--- src/rtl/dab_gate_driver.sv ---
// Dead-time gate driver for a dual-active-bridge: two three-level commands -> eight gates.
// Optional build macro SHOOT_THROUGH_CHECK_EN adds an output overlap comparator feeding the fault latch.
module dab_gate_driver #(
  parameter int unsigned DEADTIME = 8,
  parameter int unsigned DT_W     = 8
) (
  input  logic       clk,
  input  logic       rst,
  input  logic       en,
  input  logic [1:0] V1,
  input  logic [1:0] V2,
  output logic [3:0] Sp,
  output logic [3:0] Ss,
  output logic       fault
);

  typedef enum logic [1:0] {StOff, StDt, StOnH, StOnL} leg_state_e;

  localparam logic [DT_W-1:0] DtLast      = DT_W'(DEADTIME - 1);
  localparam logic [1:0]      CodePos     = 2'b01;
  localparam logic [1:0]      CodeNeg     = 2'b11;
  localparam logic [1:0]      CodeIllegal = 2'b10;

  logic [1:0]      v1_q, v2_q;
  logic            zpos1_q, zpos1_d, zpos2_q, zpos2_d;
  logic            fault_q, fault_d;
  logic            illegal;
  logic            shoot_through;
  logic [3:0]      tgt_h;
  logic [3:0]      gate_h, gate_l;
  leg_state_e      state_q [4];
  leg_state_e      state_d [4];
  logic [DT_W-1:0] cnt_q   [4];
  logic [DT_W-1:0] cnt_d   [4];

  // +1 remembers high, -1 remembers low, anything else keeps the last polarity.
  function automatic logic zpos_next(input logic [1:0] v, input logic z);
    if (v == CodePos) return 1'b1;
    if (v == CodeNeg) return 1'b0;
    return z;
  endfunction

  // Zero (and the one-cycle illegal window) parks both legs on the remembered rail,
  // so each zero interval moves only leg B.
  function automatic logic leg_a_high(input logic [1:0] v, input logic z);
    if (v == CodePos) return 1'b1;
    if (v == CodeNeg) return 1'b0;
    return z;
  endfunction

  function automatic logic leg_b_high(input logic [1:0] v, input logic z);
    if (v == CodePos) return 1'b0;
    if (v == CodeNeg) return 1'b1;
    return z;
  endfunction

  always_comb begin
    zpos1_d  = zpos_next(v1_q, zpos1_q);
    zpos2_d  = zpos_next(v2_q, zpos2_q);
    tgt_h[0] = leg_a_high(v1_q, zpos1_q);
    tgt_h[1] = leg_b_high(v1_q, zpos1_q);
    tgt_h[2] = leg_a_high(v2_q, zpos2_q);
    tgt_h[3] = leg_b_high(v2_q, zpos2_q);
  end

  assign illegal = (v1_q == CodeIllegal) || (v2_q == CodeIllegal);

`ifdef SHOOT_THROUGH_CHECK_EN
  assign shoot_through = (Sp[0] & Sp[1]) | (Sp[2] & Sp[3]) | (Ss[0] & Ss[1]) | (Ss[2] & Ss[3]);
`else
  assign shoot_through = 1'b0;
`endif

  // Clearing needs en low in a cycle whose registered codes are legal.
  always_comb begin
    fault_d = fault_q;
    if (illegal || shoot_through) begin
      fault_d = 1'b1;
    end else if (!en) begin
      fault_d = 1'b0;
    end
  end

  always_comb begin
    for (int i = 0; i < 4; i++) begin
      state_d[i] = state_q[i];
      cnt_d[i]   = cnt_q[i];
      if (!en || fault_q) begin
        state_d[i] = StOff;
        cnt_d[i]   = '0;
      end else begin
        unique case (state_q[i])
          StOff: begin
            state_d[i] = StDt;
            cnt_d[i]   = '0;
          end
          StDt: begin
            if (cnt_q[i] == DtLast) begin
              state_d[i] = tgt_h[i] ? StOnH : StOnL;
              cnt_d[i]   = '0;
            end else begin
              cnt_d[i] = cnt_q[i] + 1'b1;
            end
          end
          StOnH: begin
            if (!tgt_h[i]) begin
              state_d[i] = StDt;
              cnt_d[i]   = '0;
            end
          end
          StOnL: begin
            if (tgt_h[i]) begin
              state_d[i] = StDt;
              cnt_d[i]   = '0;
            end
          end
        endcase
      end
    end
  end

  always_ff @(posedge clk or negedge rst) begin
    if (!rst) begin
      v1_q    <= '0;
      v2_q    <= '0;
      zpos1_q <= 1'b0;
      zpos2_q <= 1'b0;
      fault_q <= 1'b0;
      for (int i = 0; i < 4; i++) begin
        state_q[i] <= StOff;
        cnt_q[i]   <= '0;
      end
    end else begin
      v1_q    <= V1;
      v2_q    <= V2;
      zpos1_q <= zpos1_d;
      zpos2_q <= zpos2_d;
      fault_q <= fault_d;
      for (int i = 0; i < 4; i++) begin
        state_q[i] <= state_d[i];
        cnt_q[i]   <= cnt_d[i];
      end
    end
  end

  // Gates decode straight from leg state so high and low can never coincide.
  always_comb begin
    for (int i = 0; i < 4; i++) begin
      gate_h[i] = (state_q[i] == StOnH);
      gate_l[i] = (state_q[i] == StOnL);
    end
  end

  always_comb begin
    Sp    = {gate_l[1], gate_h[1], gate_l[0], gate_h[0]};
    Ss    = {gate_l[3], gate_h[3], gate_l[2], gate_h[2]};
    fault = fault_q;
  end

endmodule

--- config.mk ---
export PLATFORM = sky130hd
export DESIGN_NAME = dab_gate_driver
export DESIGN_NICKNAME = d
export VERILOG_FILES = /design/src/rtl/dab_gate_driver.sv
export SDC_FILE = /design/constraint.sdc
export NUM_CORES = 1
export LEC_CHECK = 0
export ABC_CLOCK_PERIOD_IN_PS = 2900
export BUFFER_PORTS_ARGS = -buffer_cell sky130_fd_sc_hd__buf_2
export CAP_MARGIN = 15
export CORE_MARGIN = 2
export CORE_UTILIZATION = 55
export DETAILED_ROUTE_END_ITERATION = 7
export PLACE_DENSITY = 0.73
export RECOVER_POWER = 100
export SLEW_MARGIN = 10
export SYNTH_ARGS = -nofsm -noshare
export SYNTH_HDL_FRONTEND = slang
export SYNTH_SLANG_ARGS = --single-unit
--- constraint.sdc ---
create_clock -name clk -period 2.9 [get_ports clk]
set_clock_uncertainty 0.2 [all_clocks]
set_input_delay 0.58 -clock clk [delete_from_list [all_inputs] [get_ports clk]]
set_output_delay 0.58 -clock clk [all_outputs]
set_load 0.01 [all_outputs]
==> results of run 1 <==
## final cells by class
cell class	count	area, sq um	area share, %
clock inverter	1	5.00	0.179
tap	54	67.6	2.42
sequential	47	1180	42.1
inverter	7	26.3	0.940
multi-input combinational	202	1360	48.7
timing repair buffer	18	77.6	2.77
clock buffer	6	82.6	2.95
## final timing paths
| check | depth (start not counted) | slack [ns] | start | to |
|---|---|---|---|---|
| max | 4 | 0.44 | cnt_q[21] | cnt_q[22] |
| min | 1 | 0.18 | V2[1] | v2_q[1] |
| max reg2reg | 4 | 0.44 | cnt_q[21] | cnt_q[22] |
| min reg2reg | 1 | 0.30 | cnt_q[15] | cnt_q[15] |
| max in group asynchronous | 2 | 0.84 | rst | cnt_q[8] |
| min in group asynchronous | 1 | 0.45 | rst | cnt_q[27] |
## cell families after synthesis
group	count (synthesis)	share of synthesized area (%)
buffers and inverters	14	2.00
muxes	10	4.01
AOI/OAI and AO/OA	70	19.2
xor gates and xnor gates	6	2.00
DFF	47	44.8
and+or+nand+nor	112	26.0
adders and majority gates	4	1.91
## flip-flops by register name (all words and copies together) (netlist names)
register  flops
v2_q          2
zpos1_q       1
v1_q          2
fault         1
state_q       8
zpos2_q       1
cnt_q        32
## through the flow
stage          hold slack, ns  area [sq um]  util, %
2_1_floorplan          0.0844          2620        -
3_5_place_dp            0.284          2760     59.3
3_3_place_gp            0.280          2760     59.3
5_1_grt                 0.164          2800     60.0
6_report                0.178          2800     60.0
4_1_cts                 0.114          2850     61.2
## power by group
group	total [mW]	internal, mW	leakage, nW	switching, mW
registers	0.693	0.669	0.637	0.0235
clock network	0.403	0.187	0.0470	0.216
logic	0.0953	0.0381	0.573	0.0572
total	1.19	0.895	1.26	0.297
## synthesized netlist by cell type (2+ instances only)
| cell type | n | share of area [%] |
|---|---|---|
| nor3_1 | 8 | 1.5 |
| nor2_1 | 7 | 1.0 |
| buf_1 | 2 | 0.29 |
| a31oi_1 | 16 | 3.8 |
| nor2b_1 | 10 | 2.4 |
| clkbuf_1 | 5 | 0.72 |
| inv_1 | 7 | 1.0 |
| o21ai_0 | 14 | 2.7 |
| and4bb_2 | 3 | 1.4 |
| o31a_1 | 3 | 1.0 |
| or2_2 | 3 | 0.72 |
| and2_1 | 4 | 0.95 |
| a311oi_1 | 4 | 1.3 |
| or4_1 | 2 | 0.57 |
| ha_1 | 4 | 1.9 |
| a21o_1 | 3 | 0.86 |
| or2b_1 | 2 | 0.57 |
| xor2_1 | 5 | 1.7 |
| nor4bb_1 | 4 | 1.5 |
| nand3_1 | 10 | 1.9 |
| a211oi_1 | 2 | 0.57 |
| a21oi_1 | 10 | 1.9 |
| nor3b_1 | 3 | 0.86 |
| or4_4 | 2 | 0.86 |
| mux2_2 | 4 | 1.7 |
| a41oi_1 | 5 | 1.7 |
| mux2i_1 | 6 | 2.3 |
| and3_1 | 11 | 2.6 |
| o211a_1 | 2 | 0.76 |
| nand4_1 | 4 | 0.95 |
| nand2b_1 | 9 | 2.1 |
| nand2_1 | 19 | 2.7 |
| or3_1 | 3 | 0.72 |
| nor4_1 | 2 | 0.48 |
| nor4b_1 | 2 | 0.67 |
| dfrtp_1 | 47 | 45 |
## routing by layer
layer | vias to the layer above | share of wire [%] | GRT usage [%]
met5 | - | 0 | 0
met4 | 0 | 1.4 | 7.41
met3 | 5 | 3.3 | 4.42
met2 | 36 | 46 | 32.8
met1 | 992 | 50 | 29.4
li1 | 1039 | - | -
## worst max-delay path, stage by stage, from the launching register on
cell	delay, ns
dfrtp_1	0.42
or4_1	0.59
o311ai_1	0.73
o21ai_0	0.21
a21o_1	0.21
==> results.sh, run 1 <==
export IMPL_final_layout_size_suffix_gt1_share_pct=9.25
export IMPL_dp_hpwl_microns=3710
export IMPL_arrival_ns=2.46
export IMPL_io_pins=16
export IMPL_synth_async_reset_ratio_pct=100
export IMPL_wl_per_cell_microns=15.6
export IMPL_antenna_cells=0
export IMPL_stdcell_count=335
export IMPL_p_per_area_mw_per_mm2=426
export IMPL_syn_num_nets=274
export IMPL_outcome="complete, but fails checks"
export IMPL_post_place_cells=328
export IMPL_cts_clk_slew_worst_paths_ns=0.08
export IMPL_overflow=0
export IMPL_end_kind="flop"
export IMPL_yosysUniqueCellTypes=52
export IMPL_io_buffers=15
export IMPL_rsz0062_at_grt="false"
export IMPL_final_common_cell="dfrtp_1"
export IMPL_required_ns=2.89
export IMPL_yosysWarnings=0
export IMPL_root_buffer="clkbuf_8"
export IMPL_fillers=408
export IMPL_drtAntennaViolNets=0
export IMPL_synthCells=263
export IMPL_timing_max_cap_violations=1
export IMPL_finalWeightedCongestion=0.837
export IMPL_min_path_type="primary input to flop"
export IMPL_start_kind="flop"
export IMPL_areaGrowthSynthToFinish_pct=6.58
export IMPL_dr_pass1_iters=4
export IMPL_fin_ws_ns=0.438
export IMPL_drt_iter0_markers=163
export IMPL_setup_tns_ns=0
export IMPL_drv_slew=31
export IMPL_cts_buffers_inserted=5
export IMPL_p_leak_nw=1.26
export IMPL_grt_max_degree=31
export IMPL_antenna_found_initial=0
export IMPL_timing_slew_headroom_pct=-3.75
export IMPL_path_max_fanout=7
export IMPL_vias=2072
export IMPL_die_area_sq_mm=0.00534
export IMPL_ctsHtreeMaxLevel=2
export IMPL_violations="capacitance limit, slew limit"
export IMPL_place_ws_ns=0.605
export IMPL_max_slew_worst_pin_slew_ns=1.56
export IMPL_fin_total_pwr_mw=1.19
export IMPL_ys_ff_latch=47
export IMPL_grt_use_total_pct=21.2
export IMPL_clock_latency_ns=0.30
export IMPL_peakVddDrop_mv=0.224
export IMPL_ctsResizeCount=0
export IMPL_die_w_microns=73.1
export IMPL_holdBufCountCts=0
export IMPL_nets=292
export IMPL_avgSynthCellArea_sq_um=9.98
export IMPL_syn_area_sq_mm=0.00262
export IMPL_fmax_mhz=406
export IMPL_synth_edf_count=0
export IMPL_drc=0
export IMPL_yosysSeqAreaShare_pct=44.8
export IMPL_criticalPathCategory="flop to flop"
export IMPL_clock_sinks=47
export IMPL_vias_per_cell=6.19
export IMPL_grt_pass1_vias=1887
export IMPL_core_area_sq_mm=0.00466
export IMPL_clockBufferDepth=2
export IMPL_setup_violations_final=0
export IMPL_mostFrequentLayoutCells="47 x dfrtp_1, 19 x nand2_1, 16 x a31oi_1"
export IMPL_cts_tree="done"
export IMPL_fin_crit_sh_pct=84.9
export IMPL_period_minus_slack_ns=2.46
export IMPL_hold_viol=0
export IMPL_die_h_microns=73.1
export IMPL_start_util_pct=56.3
export IMPL_wl_microns=5220
export IMPL_post_cts_setup_buffers=0
export IMPL_row_count=25
export IMPL_grt_pass1_wl_microns=8820
export IMPL_ys_flop_type="dfrtp_1"
(Power assumes the default switching activity.)
==> inputs of run 2 (changes only) <==
- ABC_CLOCK_PERIOD_IN_PS: 2900 -> 2050
- CORE_UTILIZATION: 55 -> 54
- PLACE_DENSITY: 0.73 -> 0.75
- clock period: 2.9 -> 2.05 ns (I/O delays scaled with it)
==> run 2 against run 1 <==
The run now ends clean. Critical path depth is 1 higher. Core utilization increased by 3.5 points. Sequential share of layout area down 2.6 points. Power increased by 42%. Highest routed layer unchanged. Cell area increased by 6.5%. Hold slack got worse by 0.16 ns.
==> results.sh, run 2 (synthesis gave the netlist of run 1 again) <==
export IMPL_dpl_cell_area_sq_mm=0.00290
export IMPL_clock_latency_ns=0.29
export IMPL_critPathBufInv=1
export IMPL_multi_input_area_sq_mm=0.00140
export IMPL_drc=0
export IMPL_final_common_cell="dfrtp_1"
export IMPL_path_max_fanout=7
export IMPL_r2r_cells=5
export IMPL_nets=311
export IMPL_critical_path_top_delay_family="compound AO/OA/AOI/OAI gates"
export IMPL_drtAntennaViolNets=0
export IMPL_io_buffers=15
export IMPL_clock_sinks=47
export IMPL_cts_clk_slew_worst_paths_ns=0.08
export IMPL_antenna_cells=0
export IMPL_ctsResizeCount=0
export IMPL_drv_slew=0
export IMPL_ctsHtreeMaxLevel=2
export IMPL_root_buffer="clkbuf_8"
export IMPL_fillers=404
export IMPL_antenna_found_initial=0
export IMPL_fmax_mhz=491
export IMPL_grt_pass1_vias=1918
export IMPL_core_area_sq_mm=0.00469
export IMPL_drt_iter0_markers=83
export IMPL_peakVddDrop_mv=0.701
export IMPL_vias_per_cell=6.18
export IMPL_criticalPathCategory="flop to flop"
export IMPL_areaGrowthSynthToFinish_pct=13.5
export IMPL_die_area_sq_mm=0.00543
export IMPL_fin_total_pwr_mw=1.69
export IMPL_crit_slowest_cell="nor2b_1"
export IMPL_wl_microns=5440
export IMPL_cts_tree="done"
export IMPL_grt_pass1_wl_microns=8890
export IMPL_largest_reg_flops=32
export IMPL_setup_violations_final=0
export IMPL_min_path_type="primary input to flop"
export IMPL_mostFrequentLayoutCells="47 x dfrtp_1, 19 x nand2_1, 18 x buf_4"
export IMPL_dp_hpwl_microns=3900
export IMPL_io_pins=16
export IMPL_regArea_sq_mm=0.00118
export IMPL_arrival_ns=2.05
export IMPL_row_count=25
export IMPL_p_leak_nw=1.36
export IMPL_vias=2189
export IMPL_regToRegEndpoint="cnt_q[23]"
export IMPL_grt_use_total_pct=21.1
export IMPL_startpoint="fault"
export IMPL_outcome="completed"
export IMPL_period_minus_slack_ns=2.04
export IMPL_end_kind="flop"
export IMPL_required_ns=2.07
export IMPL_final_layout_size_suffix_gt1_share_pct=17.0
export IMPL_largestRegisters="cnt_q (32), state_q (8)"
export IMPL_wl_per_cell_microns=15.4
export IMPL_setup_worst_path_end="cnt_q[23]"
export IMPL_fin_area_sq_mm=0.00298
export IMPL_cts_buffers_inserted=5
export IMPL_p_per_area_mw_per_mm2=566
export IMPL_clockBufferDepth=2
export IMPL_fin_crit_sh_pct=99.3
export IMPL_grt_max_degree=28
export IMPL_max_slew_worst_pin_slew_ns=0.593
export IMPL_critical_path_max_stage_delay_ns=0.47
export IMPL_overflow=0
export IMPL_start_kind="flop"
export IMPL_cp_depth=5
export IMPL_largest_register="cnt_q"
export IMPL_timing_slew_headroom_pct=60.5
export IMPL_finalWeightedCongestion=0.951
export IMPL_dr_pass1_iters=4
export IMPL_hold_viol=0
export IMPL_die_w_microns=73.7
export IMPL_worstPathCellList="nor2b_1 -> o311ai_4 -> buf_4 -> o31a_1 -> a31oi_1"
export IMPL_timing_max_cap_violations=0
export IMPL_die_h_microns=73.7
export IMPL_crit_reg2reg_launch="fault"
export IMPL_start_util_pct=55.9
export IMPL_rrSetupSlack_ns=0.01
## run 2: worst reg2reg max path, stage by stage (launching register included)
cell and delay, ns:
dfrtp_1 0.46, nor2b_1 0.47, o311ai_4 0.23, buf_4 0.20, o31a_1 0.28, a31oi_1 0.13
## run 2: repair_timing
action | 4_1_cts | 5_1_grt
endpoints found under the setup margin | 0 | 1
hold buffers | 1 | 0
endpoints found under the hold margin | 20 | 0
buffers inserted | 0 | 2
## run 2: worst min path at each step
stage | startpoint | endpoint | slack, ns | cells past startpoint
floorplan | rst | cnt_q[0] | -0.09 | 0
global placement | rst | cnt_q[5] | 0.20 | 1
detailed placement | rst | cnt_q[5] | 0.21 | 1
CTS | V1[0] | v1_q[0] | 0.009 | 1
global route | V2[1] | v2_q[1] | 0.01 | 1
finish | V2[0] | v2_q[0] | 0.02 | 1
## run 2: layer usage
metal | track usage (%) | vias to the layer above | share of wire [%]
li1 | - | 1081 | -
met1 | 29.9 | 1071 | 49
met2 | 33.4 | 33 | 47
met3 | 3.29 | 4 | 2.8
met4 | 6.06 | 0 | 0.94
met5 | 0 | - | 0
## run 2: metrics by stage
stage / hold slack [ns] / worst slack, ns / utilization, % / setup TNS [ns] / cells
final: 0.0178 / 0.0144 / 63.5 / 0 / 354
after global routing: 0.0104 / -0.0234 / 63.5 / -0.0582 / 354
after CTS: 0.00941 / 0.0749 / 63.8 / 0 / 352
after detailed placement: 0.207 / 0.0274 / 61.7 / 0 / 344
after global placement: 0.203 / 0.110 / 61.7 / 0 / 344
after floorplan: -0.0856 / 0.0700 / - / 0 / 263
## run 2: report_power, final
part | internal [mW] | switching [mW] | leakage (nW) | total (mW)
registers | 0.947 | 0.0317 | 0.637 | 0.978
clock network | 0.265 | 0.292 | 0.0470 | 0.557
logic | 0.0640 | 0.0869 | 0.679 | 0.151
total | 1.28 | 0.410 | 1.36 | 1.69
## run 2: final cells by class
type | instances | share of cell area [%]
clock buffers | 6 | 2.77
clock inverters | 1 | 0.168
inverters | 7 | 0.882
multi-input cells | 202 | 46.8
flip-flops and latches | 47 | 39.5
well taps | 54 | 2.27
repair buffers | 37 | 7.60
